===== config.mk =====
export PLATFORM = sky130hd
export DESIGN_NAME = row_fifo_sched
export DESIGN_NICKNAME = d
export VERILOG_FILES = /design/src/rtl/row_fifo_sched.sv
export SDC_FILE = /design/constraint.sdc
export NUM_CORES = 1
export LEC_CHECK = 0
export ABC_CLOCK_PERIOD_IN_PS = 3400
export CAP_MARGIN = 20
export CORE_MARGIN = 2
export CORE_UTILIZATION = 53
export DETAILED_ROUTE_END_ITERATION = 8
export HOLD_SLACK_MARGIN = 0.1
export PLACE_DENSITY_LB_ADDON = 0.12
export SETUP_SLACK_MARGIN = 0.5
export SYNTH_ARGS = -nofsm -noshare
export SYNTH_HDL_FRONTEND = slang
export SYNTH_SLANG_ARGS = --single-unit

===== constraint.sdc =====
create_clock -name i_clk -period 3.4 [get_ports i_clk]
set_input_delay 0.68 -clock i_clk [delete_from_list [all_inputs] [get_ports i_clk]]
set_output_delay 0.68 -clock i_clk [all_outputs]
set_load 0.05 [all_outputs]

===== src/rtl/row_fifo_sched.sv =====
// row_fifo_sched: waits until every row FIFO holds data, then pops one word from
// each row together and writes the words one per cycle into the downstream FIFO,
// starting with row ROW-1. It counts groups per frame and pulses o_done when the
// frame is complete.
module row_fifo_sched #(
  parameter int unsigned ROW       = 3,
  parameter int unsigned DW        = 9,
  parameter int unsigned FRAME_LEN = 16
) (
  input  logic                           i_clk,
  input  logic                           i_rst_n,
  input  logic                           i_start,
  input  logic [ROW-1:0]                 i_fifo_empty,
  input  logic [DW*ROW-1:0]              i_fifo_data,
  output logic [ROW-1:0]                 o_fifo_rden,
  input  logic                           i_out_full,
  output logic [DW-1:0]                  o_out_data,
  output logic                           o_out_wren,
  output logic [$clog2(ROW)-1:0]         o_sel,
  output logic [$clog2(FRAME_LEN+1)-1:0] o_group_cnt,
  output logic                           o_busy,
  output logic                           o_done
);

  localparam int unsigned SEL_W = $clog2(ROW);
  localparam int unsigned CNT_W = $clog2(FRAME_LEN + 1);

  typedef enum logic [2:0] {
    S_IDLE = 3'd0,
    S_ARM  = 3'd1,
    S_POP  = 3'd2,
    S_CAPT = 3'd3,
    S_EMIT = 3'd4,
    S_DONE = 3'd5
  } state_t;

  state_t                r_state;
  state_t                w_state_nxt;

  logic [DW*ROW-1:0]     r_shadow;
  logic [SEL_W-1:0]      r_slot;
  logic [ROW-1:0]        r_rden;
  logic [DW-1:0]         r_out_data;
  logic                  r_out_wren;
  logic [SEL_W-1:0]      r_sel;
  logic [CNT_W-1:0]      r_group_cnt;
  logic                  r_busy;
  logic                  r_done;

  logic [DW*ROW-1:0]     w_shadow_nxt;
  logic [SEL_W-1:0]      w_slot_nxt;
  logic [ROW-1:0]        w_rden_nxt;
  logic [DW-1:0]         w_out_data_nxt;
  logic                  w_out_wren_nxt;
  logic [SEL_W-1:0]      w_sel_nxt;
  logic [CNT_W-1:0]      w_group_cnt_nxt;
  logic                  w_busy_nxt;
  logic                  w_done_nxt;

  logic [DW-1:0]         w_rows [ROW];
  logic [SEL_W-1:0]      w_row_idx;
  logic [DW-1:0]         w_emit_word;
  logic                  w_all_ready;
  logic                  w_write;
  logic                  w_last_slot;
  logic [CNT_W-1:0]      w_group_inc;
  logic                  w_frame_end;

  // Unpack the shadow register and select the row for the current slot (slot 0 = row ROW-1)
  always_comb begin
    for (int i = 0; i < int'(ROW); i++) begin
      w_rows[i] = r_shadow[i*DW +: DW];
    end
    w_row_idx   = SEL_W'(ROW - 1) - r_slot;
    w_emit_word = w_rows[w_row_idx];
  end

  assign w_all_ready = (i_fifo_empty == '0);
  assign w_write     = (r_state == S_EMIT) && !i_out_full;
  assign w_last_slot = (r_slot == SEL_W'(ROW - 1));
  assign w_group_inc = r_group_cnt + CNT_W'(1);
  assign w_frame_end = (w_group_inc == CNT_W'(FRAME_LEN));

  // State register
  always_ff @(posedge i_clk or negedge i_rst_n) begin
    if (!i_rst_n) begin
      r_state <= S_IDLE;
    end else begin
      r_state <= w_state_nxt;
    end
  end

  // Next-state decode
  always_comb begin
    w_state_nxt = r_state;
    case (r_state)
      S_IDLE: if (i_start) w_state_nxt = S_ARM;
      S_ARM:  if (w_all_ready) w_state_nxt = S_POP;
      S_POP:  w_state_nxt = S_CAPT;
      S_CAPT: w_state_nxt = S_EMIT;
      S_EMIT: if (w_write && w_last_slot) w_state_nxt = w_frame_end ? S_DONE : S_ARM;
      S_DONE: w_state_nxt = S_IDLE;
      default: w_state_nxt = S_IDLE;
    endcase
  end

  // Next values of the registered outputs and datapath
  always_comb begin
    w_shadow_nxt    = r_shadow;
    w_slot_nxt      = r_slot;
    w_rden_nxt      = '0;
    w_out_data_nxt  = r_out_data;
    w_out_wren_nxt  = 1'b0;
    w_sel_nxt       = r_sel;
    w_group_cnt_nxt = r_group_cnt;
    w_done_nxt      = 1'b0;
    w_busy_nxt      = (w_state_nxt != S_IDLE);
    case (r_state)
      S_IDLE: if (i_start) w_group_cnt_nxt = '0;
      S_ARM:  if (w_all_ready) w_rden_nxt = '1;
      S_CAPT: begin
        w_shadow_nxt = i_fifo_data;
        w_slot_nxt   = '0;
      end
      S_EMIT: begin
        if (w_write) begin
          w_out_data_nxt = w_emit_word;
          w_sel_nxt      = r_slot;
          w_out_wren_nxt = 1'b1;
          w_slot_nxt     = w_last_slot ? '0 : r_slot + SEL_W'(1);
          if (w_last_slot) w_group_cnt_nxt = w_group_inc;
        end
      end
      S_DONE: w_done_nxt = 1'b1;
      default: ;
    endcase
  end

  // Output and datapath registers
  always_ff @(posedge i_clk or negedge i_rst_n) begin
    if (!i_rst_n) begin
      r_shadow    <= '0;
      r_slot      <= '0;
      r_rden      <= '0;
      r_out_data  <= '0;
      r_out_wren  <= 1'b0;
      r_sel       <= '0;
      r_group_cnt <= '0;
      r_busy      <= 1'b0;
      r_done      <= 1'b0;
    end else begin
      r_shadow    <= w_shadow_nxt;
      r_slot      <= w_slot_nxt;
      r_rden      <= w_rden_nxt;
      r_out_data  <= w_out_data_nxt;
      r_out_wren  <= w_out_wren_nxt;
      r_sel       <= w_sel_nxt;
      r_group_cnt <= w_group_cnt_nxt;
      r_busy      <= w_busy_nxt;
      r_done      <= w_done_nxt;
    end
  end

  assign o_fifo_rden = r_rden;
  assign o_out_data  = r_out_data;
  assign o_out_wren  = r_out_wren;
  assign o_sel       = r_sel;
  assign o_group_cnt = r_group_cnt;
  assign o_busy      = r_busy;
  assign o_done      = r_done;

endmodule


== Word level (Yosys, flattened, before mapping) ==
Cells that the tools add are included.

* Flip-flop bits (word level): 54
* Output and inout port bits: 22
* Word-level logic and storage cells: 56

* Add/subtract/negate cells: 3
* $lt $le $gt $ge: 1
* Equality and inequality tests: 10
* Muxes and demuxes: 20
* Bitwise gates (word level): 1
* Reductions and logical operators: 11

{| class="wikitable"
|+ Operator list
! operator !! number
|-
| $bmux W9 S2 || 1
|-
| $mux W3 || 6
|-
| $mux W9 || 2
|-
| $mux W5 || 3
|-
| $pmux W3 S5 || 1
|-
| $pmux W5 S2 || 1
|-
| $eq A3 B2 Y1 const B || 2
|-
| $eq A3 B3 Y1 const B || 2
|-
| $logic_not A3 Y1 || 2
|-
| $ne A2 B2 Y1 const B || 3
|-
| $add A5 B1 Y5 const B || 1
|-
| $eq A5 B5 Y1 const B || 1
|-
| $mux W2 || 2
|-
| $pmux W2 S2 || 1
|-
| $reduce_and A2 Y1 || 2
|-
| $reduce_and A4 Y1 || 1
|-
| $reduce_bool A2 Y1 || 2
|-
| $eq A3 B1 Y1 const B || 1
|-
| $ge A3 B3 Y1 const B || 1
|-
| $mux W1 || 3
|-
| $not A2 Y3 || 1
|-
| $reduce_bool A3 Y1 || 1
|-
| $add A2 B1 Y2 const B || 1
|-
| $eq A2 B2 Y1 const B || 1
|-
| other kinds (3) || 4
|}

== Logic depth before layout (Yosys ltp) ==
Gate-level depths: netlist of run 1.

* Depth in word-level cells: 6
* Depth in mapped cells: 8

== Worst setup path after synthesis of run 1 ==
No wires, ideal clock.

* Path kind: register -> register
* Start point: register r_slot[0]
* End point: register r_out_data[7] (netlist: o_out_data[7])
* Setup time: 123 ps
* Arrival: 1753 ps
* Data required time: 3277 ps
* Setup slack: 1524 ps
* Cell stages (with the launch flop): 9
* Buffers on the path: 2
* Period minus slack after synthesis: 1876 ps
* Cell sequence: dfrtp_1 > clkbuf_1 > inv_1 > ha_1 > buf_2 > mux2i_1 > nor2_1 > a31oi_1 > a21oi_2

* Word-level cells in the longest chain between the ends: 5

{| class="wikitable"
|+ Ends and longest elaborated chain
! item !! line !! RTL
|-
| from (decl) || 41 || <nowiki>logic [SEL_W-1:0] r_slot;</nowiki>
|-
| from (signal assigned) || 153 || <nowiki>r_slot <= w_slot_nxt;</nowiki>
|-
| $sub A2 B2 Y2 || 74 || <nowiki>w_row_idx = SEL_W'(ROW - 1) - r_slot;</nowiki>
|-
| $not A2 Y3 (implied by the code) || 75 || <nowiki>w_emit_word = w_rows[w_row_idx];</nowiki>
|-
| $bmux W9 S2 || 75 ||
|-
| $mux W9 (implied by the code) (2 in series) || 75 ||
|-
| to (signal assigned) || 155 || <nowiki>r_out_data <= w_out_data_nxt;</nowiki>
|-
| to (decl) || 43 || <nowiki>logic [DW-1:0] r_out_data;</nowiki>
|}

Every way passes these cells. The select of a mux whose other input is x is not followed.
A chain may end at the register's enable or synchronous reset.

== Worst setup path after layout of run 1 ==
* Start point: register r_group_cnt[0] (netlist: o_group_cnt[0])
* End point: output port o_group_cnt[0]

{| class="wikitable"
|+ RTL lines
! item !! line !! RTL
|-
| from (decl) || 46 || <nowiki>logic [CNT_W-1:0] r_group_cnt;</nowiki>
|-
| from (signal assigned) || 158 || <nowiki>r_group_cnt <= w_group_cnt_nxt;</nowiki>
|-
| to (decl) || 20 || <nowiki>output logic [$clog2(FRAME_LEN+1)-1:0] o_group_cnt,</nowiki>
|}

No word-level cell between the ends.

==> results of run 1 <==
-- layout make-up --
type / instances / area share
Sequential cell: 52 / 0.428
Timing Repair Buffer: 57 / 0.185
Inverter: 3 / 0.00371
Tap cell: 52 / 0.0214
Clock inverter: 2 / 0.0198
Multi-Input combinational cell: 126 / 0.320
Clock buffer: 5 / 0.0227
-- registers in the layout (all words and copies together), names as in the netlist --
signal	flops
r_shadow	27
o_out_data	9
o_group_cnt	5
r_state	3
o_sel	2
r_slot	2
o_busy	1
o_done	1
o_fifo_rden	1
o_out_wren	1
-- where the power goes --
group	switching, mW	total, mW	internal, mW
registers	0.185	1.07	0.885
logic	0.695	1.24	0.548
clock network	0.193	0.483	0.290
-- synthesized netlist by cell type (all sizes together) (3+ instances only) --
master  number  area, um^2
dfrtp       52        1300
mux2        30         338
nor2        24         106
a21oi       17         111
mux2i       10         100
buf          9        61.3
nand2        9        33.8
o21ai        7        38.8
ha           5        62.6
inv          3        11.3
nand3        3        15.0
-- stage by stage --
step / cells / setup WS, ps / total power [mW] / utilization / instance area, um^2
floorplan: 192 / 1520 / 1.98 / - / 2360
global placement: 290 / 1280 / 2.30 / 0.673 / 2910
detailed placement: 290 / 1240 / 2.33 / 0.673 / 2910
CTS: 297 / 1080 / 2.82 / 0.703 / 3040
global route: 297 / 1050 / 2.98 / 0.703 / 3040
finish: 297 / 1090 / 2.80 / 0.703 / 3040
-- worst max path at each step --
stage,startpoint,to,slack [ps],depth (start not counted)
after detailed placement,i_out_full,o_group_cnt[2]$_DFFE_PN0P_,1240,5
after global placement,i_out_full,o_group_cnt[2]$_DFFE_PN0P_,1280,5
final,o_group_cnt[0]$_DFFE_PN0P_,o_group_cnt[0],1090,1
after global routing,o_group_cnt[0]$_DFFE_PN0P_,o_group_cnt[0],1050,1
after CTS,o_group_cnt[0]$_DFFE_PN0P_,o_group_cnt[0],1080,1
after floorplan,r_slot[0]$_DFFE_PN0P_,o_out_data[7]$_DFFE_PN0P_,1520,8
-- cell families (layout without fill, tap and decap cells) --
kind of cell               Yosys count  in the layout  share of synthesized area
DFF                                 52             52                      0.551
AOI/OAI and AO/OA                   33             33                     0.0938
buffers and inverters               14             67                     0.0381
and+or+nand+nor                     46             46                     0.0980
adders and majority gates            5              5                     0.0265
muxes                               40             40                      0.185
xor gates and xnor gates             2              2                    0.00742
-- per-layer routing --
metal  vias to the layer above  GRT usage  routed length, um
met5                         -          0                  0
met2                        43      0.247               1770
li1                        769          -                  -
met4                         0     0.0503                 48
met1                       752      0.297               2240
met3                         4     0.0484                171
==> flow_summary.yaml, run 1 <==
status:
  status: "complete, no violations"
floorplan:
  fp.dieH_um: 70.8
  design.die.area_um2: 5010
  die_x_um: 70.8
  start_util: 0.546
  io_pins: 56
  coreArea_um2: 4320
  rows: 24
place:
  place_hpwl_mm: 3.02
  place_congestion: 0.750
  portBuffers: 55
layout:
  layout_commonest_cell: "clkdlybuf4s50_1"
  fillers: 344
  multi_input_area_um2: 971
  nNetsFinal: 284
  syn_to_final_growth_pct: 28.6
  drive_gt1_frac: 0.208
  mostFrequentLayoutCells: "54 x clkdlybuf4s50_1, 52 x dfrtp_1, 30 x mux2_2"
  seq_area_um2: 1300
  n_antenna_cell: 0
drt:
  vias_per_cell: 5.28
  drc: 0
  ant_nets: 0
  detail_route.first_pass.iterations: 4
  first_iter_violations: 110
  wl_mm: 4.24
  post_drt_wl_per_cell_um: 14.3
  num_vias: 1568
clock_network:
  post_cts_buffers: 0
  cts-resized-gates: 0
  insertion_delay_ps: 300
  cts_buffers: 5
  h-tree-depth: 2
  root_buffer: "clkbuf_8"
  cts_hold_buffers: 0
  clk_pin_slew_ps: 90
  cts.sinks: 52
  cts_tree: "built"
  cts_buffer_depth: 2
setup_path:
  cp.arrival_ps: 1630
  reg2reg_to: "o_out_data[5]$_DFFE_PN0P_"
  crit_type: "reg2out"
  critPathBufInv: 1
  rrSetupSlack_ps: 1300
  r2r_cells: 6
  worstPathMaxFanout: 8
  worst-endpoint-required_ps: 2720
  end_kind: "output pin"
  max_stage_delay_ps: 850
  crit_chain: "clkdlybuf4s50_1"
  crit_slowest_cell: "clkdlybuf4s50_1"
  reg2reg_from: "r_slot[0]$_DFFE_PN0P_"
  worstSetupStartpointType: "flop"
  path_delay_family: "buffers and inverters"
sta:
  max_freq_mhz: 434
  whs_ps: 472
  hold_viol: 0
  max-slew-margin-rel: 0.436
  setup_viol: 0
  skew_ps: 5.75
  min_period_over_period: 0.678
  slew_viol_final: 0
  rsz0062_at_grt: "false"
  fin_crit_ps: 2310
  tns_ps: 0
  tightest_slew_ps: 846
synth:
  synth_edf_count: 0
  syn_avg_cell_area_um2: 12.3
  yosysWarningCount: 0
  synth_ff_type: "dfrtp_1"
  ys_types: 37
  synthArstFlopShare: 1.00
  ys_seq_elements: 52
  synth_nets: 231
  ys_seq_area_frac: 0.551
  netlist_area_um2: 2360
  synth_cells: 192
global_routing:
  first_global_vias: 1489
  antenna_found_initial: 0
  overflow: 0
  grt_pass1_wl_mm: 7.24
  grt.total_usage: 0.184
  grt_max_degree: 38
pwr:
  p_leak_nw: 1.31
  ir_drop_mv: 0.391
  power_density_nw_per_um2: 920
flow_run:
  cap_violations: 0
worst_hold_path:
  hold_path.class: "in2async"
Power figures use the tool's default switching activity.
==> run 2: changes to the inputs <==
--- a/config.mk
+++ b/config.mk
@@ -5,10 +5,10 @@
 export SDC_FILE = /design/constraint.sdc
 export NUM_CORES = 1
 export LEC_CHECK = 0
-export ABC_CLOCK_PERIOD_IN_PS = 3400
+export ABC_CLOCK_PERIOD_IN_PS = 1900
 export CAP_MARGIN = 20
 export CORE_MARGIN = 2
-export CORE_UTILIZATION = 53
+export CORE_UTILIZATION = 44
 export DETAILED_ROUTE_END_ITERATION = 8
 export HOLD_SLACK_MARGIN = 0.1
 export PLACE_DENSITY_LB_ADDON = 0.12
==> constraint.sdc (replaced) <==
create_clock -name i_clk -period 1.9 [get_ports i_clk]
set_input_delay 0.38 -clock i_clk [delete_from_list [all_inputs] [get_ports i_clk]]
set_output_delay 0.38 -clock i_clk [all_outputs]
set_load 0.05 [all_outputs]
==> flow_summary.yaml, run 2 (same netlist as run 1, synthesis figures left out) <==
status:
  status: "complete, no violations"
sta:
  rsz0062_at_grt: "true"
  skew_ps: 5.63
  min_period_over_period: 0.794
  max_freq_mhz: 663
  tns_ps: 0
  hold_viol: 0
  slew_viol_final: 0
  setup_ws_ps: 392
  tightest_slew_ps: 374
  whs_ps: 471
  setup_viol: 0
  fin_crit_ps: 1510
  max-slew-margin-rel: 0.751
pwr:
  ir_drop_mv: 0.770
  power_density_nw_per_um2: 1570
  p_leak_nw: 1.50
layout:
  n_antenna_cell: 0
  syn_to_final_growth_pct: 40.6
  multi_input_area_um2: 1080
  seq_area_um2: 1310
  fillers: 444
  largest_reg_flops: 27
  top_register: "r_shadow"
  layout_commonest_cell: "dfrtp_1"
  mostFrequentLayoutCells: "48 x dfrtp_1, 31 x clkdlybuf4s50_1, 29 x mux2_2"
  nNetsFinal: 309
  drive_gt1_frac: 0.439
drt:
  detail_route.first_pass.iterations: 4
  vias_per_cell: 4.98
  first_iter_violations: 39
  num_vias: 1699
  drc: 0
  wl_mm: 4.97
  ant_nets: 0
  post_drt_wl_per_cell_um: 14.6
flow_run:
  cap_violations: 0
clock_network:
  cts_buffers: 5
  clk_pin_slew_ps: 90
  cts_buffer_depth: 2
  cts.sinks: 52
  root_buffer: "clkbuf_8"
  h-tree-depth: 2
  insertion_delay_ps: 310
  cts_tree: "built"
floorplan:
  fp.dieH_um: 77.3
  design.die.area_um2: 5970
  coreArea_um2: 5140
  die_x_um: 77.3
  start_util: 0.460
  rows: 26
  io_pins: 56
setup_path:
  crit_slowest_cell: "or3b_4"
  path_depth: 3
  rrSetupSlack_ps: 390
  crit_type: "reg2reg"
  worstSetupStartpointType: "flop"
  end_kind: "flop"
  r2r_cells: 3
  critPathBufInv: 0
  max_stage_delay_ps: 440
  worst-endpoint-required_ps: 2090
  cp.arrival_ps: 1700
  worstPathMaxFanout: 6
  path_delay_family: "simple AND/OR/NAND/NOR gates"
  crit_chain: "or3b_4, nor2_8, mux2_2"
global_routing:
  antenna_found_initial: 0
  overflow: 0
  grt.total_usage: 0.166
  first_global_vias: 1682
  grt_max_degree: 31
  grt_pass1_wl_mm: 7.75
place:
  preCtsSetupSlack_ps: 90.6
  place_congestion: 0.800
  portBuffers: 55
  place_hpwl_mm: 3.10
worst_hold_path:
  hold_path.class: "in2async"
## run 2: changes by cell type in the layout (fill, tap and decap cells not counted), moves of 4 or more
cell,delta
buf_2,+15
buf_4,+22
clkdlybuf4s50_1,-23
dfrtp_1,-4
dfrtp_2,+4
o21ai_0,-4
## run 2: power breakdown
| part | leakage (nW) | total (mW) | internal [mW] | switching [mW] |
|---|---|---|---|---|
| clock network | 0.0479 | 0.614 | 0.257 | 0.357 |
| logic | 0.825 | 2.76 | 1.27 | 1.48 |
| registers | 0.625 | 1.84 | 1.58 | 0.257 |
## run 2: what timing repair did
item | 4_1_cts | 5_1_grt
endpoints found under the hold margin | 9 | 0
endpoints found under the setup margin | 30 | 52
resized for setup | 75 | 32
buffers inserted | 9 | 8
pin swaps | 3 | 20
cloned | 0 | 2
hold buffers | 1 | 0
## run 2: worst paths after layout
path                                          start                    endpoint
max                            r_state[0]$_DFF_PN0_        o_sel[0]$_DFFE_PN0P_
min                                         i_rst_n  o_group_cnt[3]$_DFFE_PN0P_
max reg2reg                    r_state[0]$_DFF_PN0_        o_sel[0]$_DFFE_PN0P_
min reg2reg                r_shadow[18]$_DFFE_PN0P_    r_shadow[18]$_DFFE_PN0P_
max in group asynchronous                   i_rst_n     r_shadow[1]$_DFFE_PN0P_
min in group i_clk         r_shadow[18]$_DFFE_PN0P_    r_shadow[18]$_DFFE_PN0P_
## run 2: area by class of cell
| cell class | count | area share |
|---|---|---|
| clock buffers | 5 | 0.0207 |
| well taps | 70 | 0.0264 |
| inverters | 3 | 0.00414 |
| flip-flops and latches | 52 | 0.393 |
| repair buffers | 82 | 0.225 |
| multi-input cells | 126 | 0.325 |
| clock inverters | 3 | 0.00565 |
## run 2: per-layer routing
| metal | vias to the layer above | GRT usage | part of all wire |
|---|---|---|---|
| met1 | 842 | 0.197 | 0.42 |
| met5 | - | 0 | 0 |
| met4 | 0 | 0.0589 | 0.0080 |
| met3 | 4 | 0.0612 | 0.052 |
| met2 | 38 | 0.277 | 0.52 |
| li1 | 815 | - | - |
## run 2: stage by stage
step	total power [mW]	std cells	util	cell area, um^2
floorplan	3.67	192	-	2420
global placement	4.22	313	0.584	3000
detailed placement	4.26	313	0.584	3000
CTS	4.97	331	0.611	3140
global route	5.56	341	0.646	3320
finish	5.21	341	0.646	3320
==> run 3: changes to the inputs <==
--- a/config.mk
+++ b/config.mk
@@ -5,10 +5,10 @@
 export SDC_FILE = /design/constraint.sdc
 export NUM_CORES = 1
 export LEC_CHECK = 0
-export ABC_CLOCK_PERIOD_IN_PS = 1900
+export ABC_CLOCK_PERIOD_IN_PS = 1430
 export CAP_MARGIN = 20
 export CORE_MARGIN = 2
-export CORE_UTILIZATION = 44
+export CORE_UTILIZATION = 49
 export DETAILED_ROUTE_END_ITERATION = 8
 export HOLD_SLACK_MARGIN = 0.1
 export PLACE_DENSITY_LB_ADDON = 0.12
==> constraint.sdc (replaced) <==
create_clock -name i_clk -period 1.43 [get_ports i_clk]
set_input_delay 0.286 -clock i_clk [delete_from_list [all_inputs] [get_ports i_clk]]
set_output_delay 0.286 -clock i_clk [all_outputs]
set_load 0.05 [all_outputs]
==> flow_summary.yaml, run 3 (same netlist as run 1, synthesis figures left out) <==
drt:
  ant_nets: 0
  detail_route.first_pass.iterations: 4
  first_iter_violations: 100
  vias_per_cell: 5.72
  num_vias: 2026
  drc: 0
  wl_mm: 7.56
  post_drt_wl_per_cell_um: 21.3
worst_hold_path:
  hold_path.class: "in2async"
sta:
  tightest_slew_ps: 410
  whs_ps: -131
  skew_ps: 12.3
  fin_crit_ps: 1670
  max_freq_mhz: 599
  max-slew-margin-rel: 0.724
  min_period_over_period: 1.17
  slew_viol_final: 0
  hold_viol: 12
  tns_ps: -2970
  setup_viol: 45
  rsz0062_at_grt: "true"
  setup_ws_ps: -240
place:
  place_hpwl_mm: 3.30
  portBuffers: 55
  place_congestion: 0.746
  placed_area_um2: 3350
  preCtsSetupSlack_ps: -275
status:
  violations: "hold timing, setup timing"
  status: "finished, violations left"
layout:
  largest_reg_flops: 27
  fin_util: 0.900
  fillers: 171
  nNetsFinal: 338
  final_area_um2: 4220
  n_antenna_cell: 0
  drive_gt1_frac: 0.583
  top_register: "r_shadow"
  syn_to_final_growth_pct: 78.8
  seq_area_um2: 1310
  multi_input_area_um2: 1340
  layout_commonest_cell: "dfrtp_1"
  mostFrequentLayoutCells: "47 x dfrtp_1, 33 x buf_4, 30 x mux2_4"
global_routing:
  overflow: 0
  grt.total_usage: 0.238
  first_global_vias: 1893
  grt_max_degree: 41
  antenna_found_initial: 0
  grt_pass1_wl_mm: 9.54
flow_run:
  cap_violations: 0
setup_path:
  worstPathMaxFanout: 6
  crit_type: "reg2reg"
  worst-endpoint-required_ps: 1650
  rrSetupSlack_ps: -240
  reg2reg_from: "r_slot[0]$_DFFE_PN0P_"
  worstSetupStartpointType: "flop"
  r2r_cells: 7
  cp.arrival_ps: 1890
  end_kind: "flop"
  reg2reg_to: "o_out_data[3]$_DFFE_PN0P_"
pwr:
  ir_drop_mv: 1.23
  power_density_nw_per_um2: 2250
  p_leak_nw: 1.93
  power_mw: 9.50
clock_network:
  insertion_delay_ps: 320
  h-tree-depth: 2
  clk_pin_slew_ps: 110
  cts_tree: "built"
  root_buffer: "clkbuf_8"
  cts_buffer_depth: 2
  cts.sinks: 52
  cts_buffers: 5
floorplan:
  io_pins: 56
  coreArea_um2: 4690
  die_x_um: 73.4
  rows: 25
  start_util: 0.503
  fp.dieH_um: 73.4
  design.die.area_um2: 5390
[run 3: how the worst max path moves through the flow]
stage	startpoint	slack (ps)	end	cells after the start
5_1_grt	r_slot[0]$_DFFE_PN0P_	-280	o_out_data[3]$_DFFE_PN0P_	7
3_3_place_gp	i_out_full	-220	o_group_cnt[2]$_DFFE_PN0P_	5
3_5_place_dp	i_out_full	-270	o_group_cnt[2]$_DFFE_PN0P_	5
6_report	r_slot[0]$_DFFE_PN0P_	-240	o_out_data[3]$_DFFE_PN0P_	7
2_1_floorplan	r_slot[0]$_DFFE_PN0P_	-130	o_out_data[7]$_DFFE_PN0P_	8
4_1_cts	r_slot[0]$_DFFE_PN0P_	-80	o_out_data[8]$_DFFE_PN0P_	7
[run 3: layout make-up]
type                       instances  share of cell area
sequential                        52               0.310
tap                               54              0.0160
clock inverter                     2             0.00385
clock buffer                       6              0.0172
timing repair buffer             111               0.331
inverter                           3             0.00385
multi-input combinational        126               0.318
[run 3: power by group]
part | internal [mW] | switching [mW]
Combinational | 3.24 | 2.68
Clock | 0.350 | 0.518
Sequential | 2.11 | 0.602
Total | 5.70 | 3.80
[run 3: worst max-delay path: stages, from the launching register on]
cell and delay, ps:
dfrtp_1 420, inv_4 60, ha_4 340, buf_8 150, mux2i_1 270, nor2_1 100
a21oi_2 150, a21oi_2 70
[run 3: metrics by stage]
step,std cells,hold WS [ps]
2_1_floorplan,192,-9.59
3_3_place_gp,305,202
3_5_place_dp,305,203
4_1_cts,334,-125
5_1_grt,354,-110
6_report,354,-131
[run 3: routing by layer]
layer | vias to the layer above | share of wire | track usage
met2 | 84 | 0.50 | 0.377
met1 | 1035 | 0.42 | 0.340
met3 | 22 | 0.046 | 0.0384
li1 | 885 | - | -
met4 | 0 | 0.030 | 0.0727
met5 | - | 0 | 0
[run 3: timing repair]
action	in CTS	in global routing
setup endpoints to repair	73	74
pin swaps	9	8
buffers inserted	17	19
endpoints found under the hold margin	12	12
gates resized for setup	62	33
cloned	4	1
